$ cat config.mk
export PLATFORM = sky130hd
export DESIGN_NAME = iterative_alu
export DESIGN_NICKNAME = d
export VERILOG_FILES = /design/src/rtl/alu_pkg.sv /design/src/rtl/alu_serial_shifter.sv /design/src/rtl/iterative_alu.sv
export SDC_FILE = /design/constraint.sdc
export NUM_CORES = 1
export LEC_CHECK = 0
export ABC_CLOCK_PERIOD_IN_PS = 7840
export CORE_AREA = 2 2 163 125
export DETAILED_ROUTE_END_ITERATION = 6
export DIE_AREA = 0 0 165 127
export MAX_ROUTING_LAYER = met4
export PLACE_DENSITY = 0.76
export SETUP_SLACK_MARGIN = 0.5
export SLEW_MARGIN = 20
export SYNTH_ARGS = -nofsm -noshare
export SYNTH_HDL_FRONTEND = slang
export SYNTH_SLANG_ARGS = --single-unit
$ cat constraint.sdc
create_clock -name clk -period 7.84 [get_ports clk]
set_clock_uncertainty 0.05 [all_clocks]
set_input_delay 1.568 -clock clk [delete_from_list [all_inputs] [get_ports clk]]
set_output_delay 1.568 -clock clk [all_outputs]
set_load 0.01 [all_outputs]
$ cat src/rtl/alu_pkg.sv
// Shared definitions for the execute-stage ALU.
// Holds the 4-bit ALU control codes (also used by the ALU control decoder),
// the iterative ALU state encoding and the serial shifter mode encoding.
package alu_pkg;

  localparam logic [3:0] ALU_AND  = 4'b0000;
  localparam logic [3:0] ALU_OR   = 4'b0001;
  localparam logic [3:0] ALU_ADD  = 4'b0010;
  localparam logic [3:0] ALU_SLL  = 4'b0011;
  localparam logic [3:0] ALU_SLT  = 4'b0100;
  localparam logic [3:0] ALU_SLTU = 4'b0101;
  localparam logic [3:0] ALU_SUB  = 4'b0110;
  localparam logic [3:0] ALU_XOR  = 4'b0111;
  localparam logic [3:0] ALU_SRL  = 4'b1000;
  localparam logic [3:0] ALU_SRA  = 4'b1010;

  typedef enum logic {
    IDLE,
    SHIFT
  } alu_state_t;

  typedef enum logic [1:0] {
    SH_LL = 2'd0,
    SH_RL = 2'd1,
    SH_RA = 2'd2
  } shift_mode_t;

  // True for the three serial shift operations.
  function automatic logic is_shift_code(input logic [3:0] code);
    return (code == ALU_SLL) || (code == ALU_SRL) || (code == ALU_SRA);
  endfunction

endpackage

$ cat src/rtl/alu_serial_shifter.sv
// One-bit-per-cycle shifter used for SLL/SRL/SRA.
// Ports:
//   clk, reset  - clock, synchronous active-high reset (clears the counter)
//   load        - capture load_value/amount/mode; counter must be non-zero
//   load_value  - initial working value (A1)
//   amount      - number of single-bit shifts to perform
//   mode        - shift_mode_t encoding (logical left/right, arithmetic right)
//   value       - working register shifted by one more bit, i.e. the value
//                 the working register takes at the next stepping edge
//   last        - high when the counter is 1 (next edge is the final step)
module alu_serial_shifter
  import alu_pkg::*;
#(
  parameter int WIDTH = 32,
  parameter int SHW   = $clog2(WIDTH)
) (
  input  logic             clk,
  input  logic             reset,
  input  logic             load,
  input  logic [WIDTH-1:0] load_value,
  input  logic [SHW-1:0]   amount,
  input  logic [1:0]       mode,
  output logic [WIDTH-1:0] value,
  output logic             last
);

  logic [WIDTH-1:0] work;
  logic [SHW-1:0]   count;
  shift_mode_t      mode_q;

  always_comb begin
    value = work;
    case (mode_q)
      SH_LL:   value = {work[WIDTH-2:0], 1'b0};
      SH_RL:   value = {1'b0, work[WIDTH-1:1]};
      SH_RA:   value = {work[WIDTH-1], work[WIDTH-1:1]};
      default: value = work;
    endcase
  end

  assign last = (count == SHW'(1));

  always_ff @(posedge clk) begin
    if (reset) begin
      work   <= '0;
      count  <= '0;
      mode_q <= SH_LL;
    end else if (load) begin
      work   <= load_value;
      count  <= amount;
      mode_q <= shift_mode_t'(mode);
    end else if (count != '0) begin
      work  <= value;
      count <= count - SHW'(1);
    end
  end

endmodule

$ cat src/rtl/iterative_alu.sv
// Execute-stage ALU with Start/Ready handshake.
// Logic/arithmetic ops (and illegal codes, and shift-by-0) complete in one
// cycle; shifts by n>0 run serially through alu_serial_shifter.
// Ports:
//   clk, reset - clock, synchronous active-high reset
//   Start      - request, accepted only while Ready=1
//   Control    - 4-bit ALU control code, sampled on acceptance
//   A1, A2     - operands (A2[SHW-1:0] is the shift amount for shifts)
//   Ready      - high in IDLE (decoded from state)
//   Done       - one-cycle pulse when Result/Zero/Error are newly updated
//   Result     - registered result, held until the next Done
//   Zero       - registered (Result == 0)
//   Error      - set with Done for an undefined Control code
module iterative_alu
  import alu_pkg::*;
#(
  parameter int WIDTH = 32,
  localparam int SHW  = $clog2(WIDTH)
) (
  input  logic             clk,
  input  logic             reset,
  input  logic             Start,
  input  logic [3:0]       Control,
  input  logic [WIDTH-1:0] A1,
  input  logic [WIDTH-1:0] A2,
  output logic             Ready,
  output logic             Done,
  output logic [WIDTH-1:0] Result,
  output logic             Zero,
  output logic             Error
);

  alu_state_t       state;
  logic [WIDTH-1:0] alu_y;
  logic             illegal;
  logic             is_shift;
  shift_mode_t      mode;
  logic [SHW-1:0]   amt;
  logic             start_shift;
  logic             shift_load;
  logic [WIDTH-1:0] shift_value;
  logic             shift_last;

  assign amt = A2[SHW-1:0];

  // One-cycle datapath. For shifts alu_y is A1, which is the correct
  // result when the amount is 0; non-zero amounts go to the serial shifter.
  always_comb begin
    alu_y   = '0;
    illegal = 1'b0;
    mode    = SH_LL;
    case (Control)
      ALU_AND:  alu_y = A1 & A2;
      ALU_OR:   alu_y = A1 | A2;
      ALU_ADD:  alu_y = A1 + A2;
      ALU_SUB:  alu_y = A1 - A2;
      ALU_XOR:  alu_y = A1 ^ A2;
      ALU_SLT:  alu_y = {{(WIDTH-1){1'b0}}, ($signed(A1) < $signed(A2))};
      ALU_SLTU: alu_y = {{(WIDTH-1){1'b0}}, (A1 < A2)};
      ALU_SLL: begin
        alu_y = A1;
        mode  = SH_LL;
      end
      ALU_SRL: begin
        alu_y = A1;
        mode  = SH_RL;
      end
      ALU_SRA: begin
        alu_y = A1;
        mode  = SH_RA;
      end
      default:  illegal = 1'b1;
    endcase
  end

  assign is_shift    = is_shift_code(Control);
  assign start_shift = is_shift && (amt != '0);
  assign Ready       = (state == IDLE);
  assign shift_load  = !reset && Ready && Start && start_shift;

  alu_serial_shifter #(
    .WIDTH (WIDTH),
    .SHW   (SHW)
  ) u_shifter (
    .clk        (clk),
    .reset      (reset),
    .load       (shift_load),
    .load_value (A1),
    .amount     (amt),
    .mode       (mode),
    .value      (shift_value),
    .last       (shift_last)
  );

  always_ff @(posedge clk) begin
    if (reset) begin
      state  <= IDLE;
      Result <= '0;
      Zero   <= 1'b1;
      Error  <= 1'b0;
      Done   <= 1'b0;
    end else begin
      Done <= 1'b0;
      case (state)
        IDLE: begin
          if (Start) begin
            if (start_shift) begin
              state <= SHIFT;
            end else begin
              Result <= alu_y;
              Zero   <= (alu_y == '0);
              Error  <= illegal;
              Done   <= 1'b1;
            end
          end
        end
        SHIFT: begin
          // shift_value is the working register after this edge's step,
          // so on the final step it is the finished result.
          if (shift_last) begin
            Result <= shift_value;
            Zero   <= (shift_value == '0);
            Error  <= 1'b0;
            Done   <= 1'b1;
            state  <= IDLE;
          end
        end
        default: state <= IDLE;
      endcase
    end
  end

endmodule

Word level (Yosys, flattened, before mapping)
Cells that the tools add are included.

Add/sub/neg operators: 3. Multipliers: 0. Divide/modulo/power cells: 0. Magnitude comparators: 2. Equal/unequal tests: 15. Shifts and indexed selects: 0. Mux-type cells: 28. Bitwise gates (word level): 4. Reduce and logical (&&, ||, !) cells: 17.

Operators by type and width (number): one-hot mux 32 bit (8 select lines) (1); two-way mux 32 bit (5); one-hot mux 32 bit (3 select lines) (1); zero test 32 bit (2); less-than comparator 32 bit (2); one-hot mux 32 bit (2 select lines) (1); adder 32 bit (1); AND 32 bit (1); bitwise OR 32 bit (1); subtractor 32 bit (1); bitwise XOR 32 bit (1); equality test 4 x 3 -> 1 bit, second input constant (4); two-way mux 1 bit (13); two-way mux 5 bit (2); nonzero test 5 bit (2); OR reduction 10 bit (1); equality test 4 x 2 -> 1 bit, second input constant (2); equality test 4 bit, second input constant (2); one-hot mux 1 bit (2 select lines) (4); equality test 5 x 1 -> 1 bit, second input constant (1); subtractor 5 x 1 -> 5 bit, second input constant (1); equality test 4 x 1 -> 1 bit, second input constant (1); logical AND 1 bit (4); zero test 4 bit (1); other kinds (12) (14).

Register bits: 75. Bits in latches: 0. RAM bits: 0. ROM bits: 0. Input bits: 71. Output and inout port bits: 36. Logic and storage cells: 77. Memories kept: 0.

Logic depth before layout (Yosys ltp)
Depth in word-level cells: 7. Mapped depth: 14. Depth with buffers taken out: 13.

Modules after synthesis
A second synthesis with hierarchy kept.

Cell total of the unflattened synthesis: 1473. Area, all modules: 10506.3 um2.

By module, submodules not included: iterative_alu (times used 1, cells an instance 1191, area an instance 7922.6 um2, sequential area each 720.7 um2); alu_serial_shifter (times used 1, cells an instance 282, area an instance 2583.7 um2, sequential area each 780.7 um2).

Worst setup path after synthesis
Ideal clock, no wire load.

Path type: input to register. Start: in A1[0]. End: reg Zero. Library setup time: 84 ps. Data arrival time: 4752 ps. Required time: 7706 ps. Setup slack: 2954 ps. Stages: 13. Path buffers: 0. Cell sequence: inv_1 -> ha_1 -> fa_1 -> or2_1 -> a2111o_1 -> nand2_1 -> a31oi_1 -> o31a_1 -> o31ai_1 -> o21ai_0 -> a32oi_1 -> or4b_2 -> o31ai_2.

Longest elaborated chain between the ends: 6. Elaborated cells between the ends (all ways): 12. Those cells by class: add/sub (2); order compare (2); mux (4); bitwise (3); reduce/logical (1).

Ends and longest elaborated chain: start, declared (line iterative_alu.sv:24) `input logic [WIDTH-1:0] A1,`; subtractor 32 bit (tied with other cells) (line iterative_alu.sv:56) `ALU_SUB: alu_y = A1 - A2;`; one-hot mux 32 bit (8 select lines) * (line iterative_alu.sv:52) `case (Control)`; zero test 32 bit * (line iterative_alu.sv:111) `Zero <= (alu_y == '0);`; two-way mux 1 bit * (line iterative_alu.sv:107) `if (start_shift) begin`; two-way mux 1 bit * (line iterative_alu.sv:106) `if (Start) begin`; one-hot mux 1 bit (2 select lines) * (line iterative_alu.sv:104) `case (state)`; end signal, assigned (line iterative_alu.sv:111); end signal, assigned (line iterative_alu.sv:122) `Zero <= (shift_value == '0);`; end, declared (line iterative_alu.sv:29) `output logic Zero,`.

Mark *: on every way between the ends. The rest lies on a longest branch, timed or not. The select of a mux whose other input is x is not followed. A chain may end at the register's enable or synchronous reset.

Worst setup path after layout
Start: in A2[0]. End: reg Zero.

Longest elaborated chain between the ends: 6. Elaborated cells between the ends (all ways): 16. Those cells by class: add/sub (2); order compare (2); eq/ne (1); mux (4); bitwise (3); reduce/logical (4).

Ends and longest elaborated chain: start, declared (line iterative_alu.sv:25) `input logic [WIDTH-1:0] A2,`; subtractor 32 bit (tied with other cells) (line iterative_alu.sv:56); one-hot mux 32 bit (8 select lines) (line iterative_alu.sv:52); zero test 32 bit (line iterative_alu.sv:111); two-way mux 1 bit (line iterative_alu.sv:107); two-way mux 1 bit (line iterative_alu.sv:106); one-hot mux 1 bit (2 select lines) (line iterative_alu.sv:104).

Several ways; a longest one is shown, not always the timed one. The select of a mux whose other input is x is not followed.

==> impl_metrics.ini <==
[synthesis]
async_flop_share_pct = 0
synth.distinct_cells = 84
synth_nets = 1626
syn_inst = 1442
avgSynthCellArea_um2 = 6.90
yosysWarningCount = 0
yosysSeqAreaShare_pct = 15.1
syn-cell-area_um2 = 9950
synth-main-ff-cell = dfxtp_1
synth_edf_count = 0
ys_ff_latch = 75

[timing]
fmax_mhz = 171
rsz0062_at_grt = false
post-route-period-util_pct = 74.4
tightest_slew_ns = 1.05
holdWs_ns = 0.398
min_period_ns = 5.84
setup_viol = 0
hold_viol_final = 0
relSlewSlack_pct = 29.8
drv_slew = 0
final.setup.tns_ns = 0

[global_routing]
grt_max_degree = 79
antenna_found_initial = 0
grt_usage_pct = 37.5
grt-busiest-layer = met2
grt-ovfl-total = 0
gr-usage-met2_pct = 54.8
grt_pass1_wl_mm = 59.9
grt_pass1_vias = 10570
grtUsageMet3_pct = 10.7
met1_usage_pct = 49.9

[placement]
portBuffers = 106
hpwl_mm = 29.0
place_congestion = 1.02

[status]
violations = design-rule violations
status = finished with violations

[clock_tree]
ctsResizeCount = 0
cts_tree = yes
worst_skew_pair.late_latency_ns = 0.34
cts-buffers-inserted = 9
cts.path.max_buffers = 2
hold_buffers = 0
clk_pin_slew_worst_paths_ns = 0.06
htreeDepth = 3
post_cts_buffers = 0
clock-root-buffer = clkbuf_16
cts_sinks = 75

[die]
initial_core_util_pct = 51.8
die_h_um = 127
ios = 107
die_x_um = 165
core_um2 = 19200
die-area_um2 = 21000
rows = 44

[hold_path]
hold_class = reg2reg
min_to = Result[16]$_SDFFE_PP0P_
worst_hold_startpoint = Result[16]$_SDFFE_PP0P_
whs_path_depth = 2

[pwr]
p_per_area_nw_per_um2 = 184
power_frac_seq_pct = 25.7
irDropWorstVdd_uv = 168
sw_frac_of_total_pct = 43.1
pwr-share-comb_pct = 51.6
pwr-share-clk_pct = 22.7
switchingPower_mw = 0.902
p_int_mw = 1.19
leakagePower_nw = 4.56

[detailed_routing]
drtIter0Drc = 1727
vias = 11628
post_drt_wl_per_cell_um = 22.5
ant_nets = 0
via_per_inst = 6.74
drc = 17
drt_first_pass_iters = 7
wirelength_mm = 38.9

[critical_path]
crit_type = in2reg
r2r-start = state$_SDFF_PP0_
worst_ep_required_time_ns = 8.05
critical_path_arrival_ns = 6.05
r2r_cells = 9
cp_max_fo = 4
worst_setup_path_end_kind = flip-flop
cp-start-kind = primary input
reg2reg_to = Zero$_SDFFE_PP1P_
rrSetupSlack_ns = 4.32

[final_layout]
nNetsFinal = 1652
layout-drive-gt1-share_pct = 4.48
antennaDiodeCount = 0
utilization_pct = 59.4
area_delta_synth_final_pct = 14.7

[job]
drv_cap = 0
[logic make-up (layout without fill, tap and decap cells)]
family                   after synthesis  count (layout)  synth area share, %
AO/OA/AOI/OAI                        566             566                 38.7
XOR/XNOR                               7               7                0.616
multiplexers                          14              14                 1.47
AND/OR/NAND/NOR                      460             460                 21.6
adder cells (fa/ha/maj)              113             113                 14.4
buffers and inverters                207             238                 8.10
flip-flops                            75              75                 15.1
[Yosys cell counts (5+ instances only)]
cell | count | share of area, %
o22ai_1 | 11 | 0.69
or3_1 | 10 | 0.63
a222oi_1 | 6 | 0.60
or2_2 | 5 | 0.31
o211ai_1 | 72 | 5.4
ha_1 | 111 | 14
a2111oi_0 | 8 | 0.70
mux2i_1 | 9 | 0.91
a21o_1 | 14 | 1.1
a2111o_1 | 5 | 0.57
nand2_1 | 185 | 7.0
buf_1 | 6 | 0.23
a221oi_1 | 17 | 1.5
dfxtp_1 | 75 | 15
or4_1 | 8 | 0.60
o311ai_0 | 6 | 0.53
inv_1 | 99 | 3.7
clkbuf_1 | 89 | 3.4
mux2_2 | 5 | 0.57
buf_2 | 8 | 0.40
o21ai_0 | 88 | 4.4
o31ai_1 | 12 | 0.91
o21a_1 | 11 | 0.83
a22oi_1 | 5 | 0.38
nand4_1 | 20 | 1.3
nor2b_1 | 15 | 0.94
and2_1 | 7 | 0.44
o31a_1 | 8 | 0.70
a211oi_1 | 33 | 2.5
nor4_1 | 8 | 0.50
o2111ai_1 | 9 | 0.79
nor2_1 | 102 | 3.8
xnor2_1 | 5 | 0.44
nor3_1 | 32 | 1.6
nand2b_1 | 14 | 0.88
a21oi_1 | 157 | 7.9
nand3_1 | 27 | 1.4
o221ai_1 | 7 | 0.62
a31oi_1 | 11 | 0.69
o22a_1 | 30 | 2.6
a211o_1 | 9 | 0.79
[cell type report]
cell class | instances | area [um2]
Sequential cell | 75 | 1500
Clock buffer | 13 | 280
Clock inverter | 3 | 67.6
Fill cell | 1896 | 7800
Multi-Input combinational cell | 1160 | 7690
Tap cell | 253 | 317
Inverter | 101 | 379
Timing Repair Buffer | 121 | 1170
[through the flow]
step	std cells	area [um2]	setup WS, ns	total power, mW
floorplan	1442	9950	2.95	1.26
global placement	1710	11100	1.88	1.57
global route	1726	11400	1.70	2.22
finish	1726	11400	2.00	2.09
detailed placement	1710	11100	1.79	1.58
CTS	1726	11400	2.12	2.06
[flip-flops by register name, indices dropped and copies added (netlist names)]
name,flops
Result,32
u_shifter.work,32
u_shifter.count,5
u_shifter.mode_q,2
Done,1
Error,1
Zero,1
state,1
[how the worst max path moves through the flow]
stage                from                 to  slack (ns)  depth (start not counted)
6_report            A2[0]  Zero$_SDFFE_PP1P_        2.00                         14
5_1_grt        Control[2]  Zero$_SDFFE_PP1P_        1.70                         11
4_1_cts             A2[0]  Zero$_SDFFE_PP1P_        2.12                         14
3_5_place_dp        A2[0]  Zero$_SDFFE_PP1P_        1.79                         14
3_3_place_gp   Control[2]  Zero$_SDFFE_PP1P_        1.88                         11
2_1_floorplan       A1[0]  Zero$_SDFFE_PP1P_        2.95                         13
[worst max-delay path, stage by stage]
cell and delay [ns]:
clkdlybuf4s50_1 0.59, ha_1 0.26, inv_1 0.08, fa_1 0.39, and2b_1 0.31, o2111ai_1 0.19, a21o_1 0.27, a2111oi_1 0.66
o31a_1 0.23, o211ai_1 0.16, or4_1 0.65, nor4_1 0.33, nand4_1 0.15, o31ai_2 0.23
[power by group through the flow]
stage          registers [mW]  clock network, mW  logic [mW]
2_1_floorplan           0.530                  0       0.729
3_3_place_gp            0.537                  0        1.03
3_5_place_dp            0.538                  0        1.04
4_1_cts                 0.533              0.475        1.05
5_1_grt                 0.546              0.491        1.18
6_report                0.538              0.474        1.08
[metal layers]
layer / up-vias / wire length [um]
met5: - / 0
met4: 0 / 1370
met3: 110 / 4780
met2: 784 / 16400
met1: 5340 / 16300
li1: 5394 / -
[layout by cell type, fill, tap and decap left out, types with 8 or more instances in the layout]
cell type        Yosys  routed
o31a_1               8       8
nand4_1             20      20
ha_1               111     111
dfxtp_1             75      75
nor2_1             102     102
clkdlybuf4s50_1      0     105
nand3_1             27      27
inv_1               99      99
mux2i_1              9       9
o22ai_1             11      11
a211oi_1            33      33
o31ai_1             12      12
o211ai_1            72      72
buf_4                1      15
o2111ai_1            9       9
o22a_1              30      30
a221oi_1            17      17
nor2b_1             15      15
a21o_1              14      14
o21ai_0             88      88
clkbuf_16            0       9
or3_1               10       9
a21oi_1            157     157
nand2_1            185     184
a211o_1              9       9
nand2b_1            14      14
a31oi_1             11      11
a2111oi_0            8       8
or4_1                8       8
o21a_1              11      11
nor3_1              32      28
(Power assumes the default switching activity.)
==> edit 1, RTL diff (same settings) <==
`WIDTH` is set to 32 in 2 places; all go to 16.
--- a/src/rtl/alu_serial_shifter.sv
+++ b/src/rtl/alu_serial_shifter.sv
@@ -11,7 +11,7 @@
 module alu_serial_shifter
   import alu_pkg::*;
 #(
-  parameter int WIDTH = 32,
+  parameter int WIDTH = 16,
   parameter int SHW   = $clog2(WIDTH)
 ) (
   input  logic             clk,
--- a/src/rtl/iterative_alu.sv
+++ b/src/rtl/iterative_alu.sv
@@ -14,7 +14,7 @@
 module iterative_alu
   import alu_pkg::*;
 #(
-  parameter int WIDTH = 32,
+  parameter int WIDTH = 16,
   localparam int SHW  = $clog2(WIDTH)
 ) (
   input  logic             clk,
Interface: changed (resized A1, A2 and Result); port bits go from 107 to 59. The function was not compared with the original's and may differ.
==> edit 1 against the unedited design <==
Area after synthesis shrank 49%; sequential cell count shrank 33; critical endpoint unchanged; worst setup slack gained 0.62 ns; non-clock buffer count shrank 54; wire length shrank 56%; global-route usage shrank 21 points; total power shrank 49%; fmax grew 12%; design area shrank 48%.
==> edit 1: results (changes against the unedited design) <==
[outcome]
run_status=complete, no violations  ; was complete, but fails checks

[placed_design]
portBuffers=58  ; was 106
place_ws_ns=2.45  ; was 1.79 ns
dp_hpwl_mm=13.4  ; was 29.0 mm
post_dp_cell_area_um2=5830  ; was 11,100 um^2
placed_cells=986  ; was 1,710

[logic_synthesis]
yosysTopAreaCellShare=0.165  ; was 0.151
yosysSeqAreaShare=0.165  ; was 0.151
synth_seq_cells=42  ; was 75
ys_top_cells_by_area=dfxtp_1 (17%), ha_1 (14%), a21oi_1 (8.0%), nand2_1 (6.2%), o211ai_1 (4.7%)  ; was dfxtp_1 (15%), ha_1 (14%), a21oi_1 (7.9%), nand2_1 (7.0%), o211ai_1 (5.4%)
synth.net_count=815  ; was 1,626
synth_common_cells=nand2_1 (84), a21oi_1 (81), ha_1 (58)  ; was nand2_1 (185), a21oi_1 (157), ha_1 (111)
async_flop_share=0  ; unchanged
synthCells=716  ; was 1,442
yosys.cell_types.count=75  ; was 84

[layout]
num-clock-buffers=5  ; was 13
nonClockInverterCount=57  ; was 101
clk_share=0.0245  ; was 0.0305
seq_area_um2=841  ; was 1500 um^2
top_regs=Result: 16 flops, u_shifter.work: 16 flops, u_shifter.count: 4 flops  ; was Result: 32 flops, u_shifter.work: 32 flops, u_shifter.count: 5 flops
fillers=2033  ; was 1,896
seq_share=0.141  ; was 0.132
final_layout_size_suffix_gt1_frac=0.0553  ; was 0.0448
instances_no_fill=996  ; was 1,726
buffers_excl_clock=67  ; was 121
nonClkBufAreaFrac=0.108  ; was 0.102
layout.nets=839  ; was 1,652

[routing]
dr_wl_met2_mm=6.84  ; was 16.4 mm
wire_per_inst_um=17.2  ; was 22.5 um
met3_length_mm=1.80  ; was 4.78 mm
drt_first_pass_iters=6  ; was 7
drt-met1-wl_mm=8.12  ; was 16.3 mm
post_drt_via_cell_ratio=5.54  ; was 6.74

[cts]
htree_num_levels=2  ; was 3

[power_and_ir_drop]
ir_drop_v=0.000119  ; was 0.000168 V
total_power_w=0.00108  ; was 0.00209 W
clkPwrFrac=0.195  ; was 0.227
seqPwrFrac=0.281  ; was 0.257
leakagePower_nw=2.41  ; was 4.56 nW

[grt]
grt_pass1_vias=4816  ; was 10,600
antenna_found_initial=2  ; was 0
grt_max_degree=45  ; was 79
grt_use_total=0.165  ; was 0.375

[setup_path]
cp.arrival_ns=5.41  ; was 6.05 ns
critPathMaxStageDelay_ns=1.11  ; was 0.66 ns
cp_slowest_cell=clkdlybuf4s50_1  ; was a2111oi_1
cp_max_fo=20  ; was 4

## edit 1: changes by cell type in the layout (fill, tap and decap cells not counted), sizes merged, moves of 40 or more
cell	change
a21oi	-75
clkdlybuf4s50	-47
ha	-53
inv	-43
nand2	-101
nor2	-47
o211ai	-40
o21ai	-63
## edit 1: logic make-up after synthesis
logic type / count (synthesis) / share of synthesized area
fa+ha+maj: 60 / 0.151
compound gates: 240 / 0.318
flops: 42 / 0.165
xor+xnor: 7 / 0.0121
buf+inv: 107 / 0.0881
mux: 18 / 0.0367
simple gates: 242 / 0.230
## edit 1: worst paths after layout
kind	startpoint	to	slack (ns)	depth (start not counted)
setup / recovery	Control[0]	Zero	2.62	12
hold / removal	Result[7]	Result[7]	0.40	2
hold reg to reg	Result[7]	Result[7]	0.40	2
setup reg to reg	state	Zero	4.29	10
## edit 1: per-layer routing
layer | vias to the layer above | track usage
li1 | 2629 | -
met1 | 2540 | 0.244
met2 | 308 | 0.222
met3 | 41 | 0.0347
met4 | 0 | 0.0440
met5 | - | -
==> edit 2, RTL diff (config.mk and constraints unchanged) <==
Made on the original files. Remove the case item `ALU_ADD` of the case on `Control`.
--- a/src/rtl/iterative_alu.sv
+++ b/src/rtl/iterative_alu.sv
@@ -52,7 +52,6 @@
     case (Control)
       ALU_AND:  alu_y = A1 & A2;
       ALU_OR:   alu_y = A1 | A2;
-      ALU_ADD:  alu_y = A1 + A2;
       ALU_SUB:  alu_y = A1 - A2;
       ALU_XOR:  alu_y = A1 ^ A2;
       ALU_SLT:  alu_y = {{(WIDTH-1){1'b0}}, ($signed(A1) < $signed(A2))};
Function: changed (Yosys sat finds a counterexample within 4 cycles, from zero or initial values and one cycle with reset high).
==> edit 2 against the unedited design <==
The flow still finishes with violations (DRC); critical path type unchanged; critical endpoint is now u_shifter.mode_q[0]; sequential cell count stayed put; area after synthesis is 17% lower; clock power is 4% higher; total power is 7.2% lower; wire length is 25% lower; worst setup slack better by 0.62 ns; fmax is 12% higher; global-route usage is 9.6 points lower; design area is 15% lower.
==> edit 2: results (changes against the unedited design) <==
[routing]
dr_total_vias=9083  ; was 11,600
drt_iter0_drc=999  ; was 1,727
drc=6  ; was 17
post_drt_via_cell_ratio=6.23  ; was 6.74
wire_per_inst_um=19.9  ; was 22.5 um

[cts]
cts_setup_buffers=0  ; unchanged
cts_resized=0  ; unchanged

[layout]
multi_input_cells=896  ; was 1,160
seq_area_um2=1500  ; about the same
nonClockInverterCount=96  ; was 101
clk_share=0.0361  ; was 0.0305
buffers_excl_clock=120  ; was 121
num-clock-buffers=10  ; was 13
final_core_util=0.506  ; was 0.594
multi_input_area_share=0.620  ; was 0.674
final_layout_size_suffix_gt1_frac=0.0607  ; was 0.0448
fillers=1880  ; was 1,896
antennaDiodeCount=1  ; was 0
layout.nets=1369  ; was 1,652
nonClkBufAreaFrac=0.119  ; was 0.102

[sta]
worstMarginPinSlew_ns=0.987  ; was 1.05 ns

[grt]
grt_pass1_vias=8133  ; was 10,600
grt_pass1_wl_mm=44.8  ; was 59.9 mm
grt_use_total=0.278  ; was 0.375
antenna_found_initial=1  ; was 0
grt_max_degree=76  ; was 79

[outcome]
violations=DRC  ; unchanged
run_status=complete, but fails checks  ; unchanged

[logic_synthesis]
synth_xor_xnor_area_share=0.0181  ; was 0.00616
synth_mux_area_frac=0.00609  ; was 0.0147
synth_fa_ha_area_frac=0.153  ; was 0.144
ys_top_cells_by_area=dfxtp_1 (18%), ha_1 (15%), nand2_1 (7.7%), a21oi_1 (6.9%), o211ai_1 (5.8%)  ; was dfxtp_1 (15%), ha_1 (14%), a21oi_1 (7.9%), nand2_1 (7.0%), o211ai_1 (5.4%)
yosys.cell_types.count=83  ; was 84
synth.net_count=1317  ; was 1,626
synth_area_per_cell_um2=7.17  ; was 6.90 um^2
yosysSeqAreaShare=0.183  ; was 0.151
synth_compound_area_frac=0.323  ; was 0.387
synth_common_cells=nand2_1 (169), a21oi_1 (113), ha_1 (99)  ; was nand2_1 (185), a21oi_1 (157), ha_1 (111)

[placed_design]
place_congestion=1.01  ; was 1.02
post_dp_cell_area_um2=9370  ; was 11,100 um^2
dp_hpwl_mm=21.6  ; was 29.0 mm
place_ws_ns=2.44  ; was 1.79 ns

[power_and_ir_drop]
internal_power_w=0.00116  ; was 0.00119 W
ir_drop_v=0.000183  ; was 0.000168 V
leakagePower_nw=4.06  ; was 4.56 nW

[setup_path]
critPathMaxStageDelay_ns=0.80  ; was 0.66 ns
cp_max_fo=34  ; was 4
cp.arrival_ns=5.46  ; was 6.05 ns
cp_slowest_cell=a31o_2  ; was a2111oi_1

[worst_hold_path]
hp-class=reg -> reg  ; unchanged

-- edit 2: cell count changes after synthesis, moves of 25 or more --
| cell | unedited run | this run |
|---|---|---|
| o22a_1 | 30 | 0 |
| a211oi_1 | 33 | 8 |
| nor2_1 | 102 | 64 |
| o21ai_0 | 88 | 43 |
| a21oi_1 | 157 | 113 |
| or3_1 | 10 | 39 |
| clkbuf_1 | 89 | 56 |
-- edit 2: path summary, 6_finish.rpt --
kind         slack, ns                  end           startpoint  cells past startpoint
max reg2reg       4.82                 Zero  u_shifter.mode_q[1]                      7
min reg2reg       0.40           Result[25]           Result[25]                      2
max               2.62  u_shifter.mode_q[0]           Control[3]                      8
min               0.40           Result[25]           Result[25]                      2
-- edit 2: per-layer routing --
| layer | wire length, um | track usage |
|---|---|---|
| met5 | 0 | - |
| met4 | 799 | 0.0859 |
| met3 | 3400 | 0.0672 |
| met2 | 12000 | 0.390 |
| met1 | 12900 | 0.392 |
-- edit 2: worst reg2reg max path: stages (launching register included) --
cell,delay [ns]
dfxtp_1,0.33
nand2_1,0.58
o221ai_1,0.64
nand4_1,0.24
or4_1,0.54
nor3_1,0.31
a221oi_1,0.15
o31ai_2,0.10
-- edit 2: power by group through the flow --
stage | registers, W | clock network [W] | logic (W)
after floorplan | 0.000522 | 0 | 0.000647
after global placement | 0.000533 | 0 | 0.000877
after detailed placement | 0.000534 | 0 | 0.000898
after CTS | 0.000528 | 0.000493 | 0.000904
after global routing | 0.000539 | 0.000512 | 0.00101
final | 0.000531 | 0.000492 | 0.000921
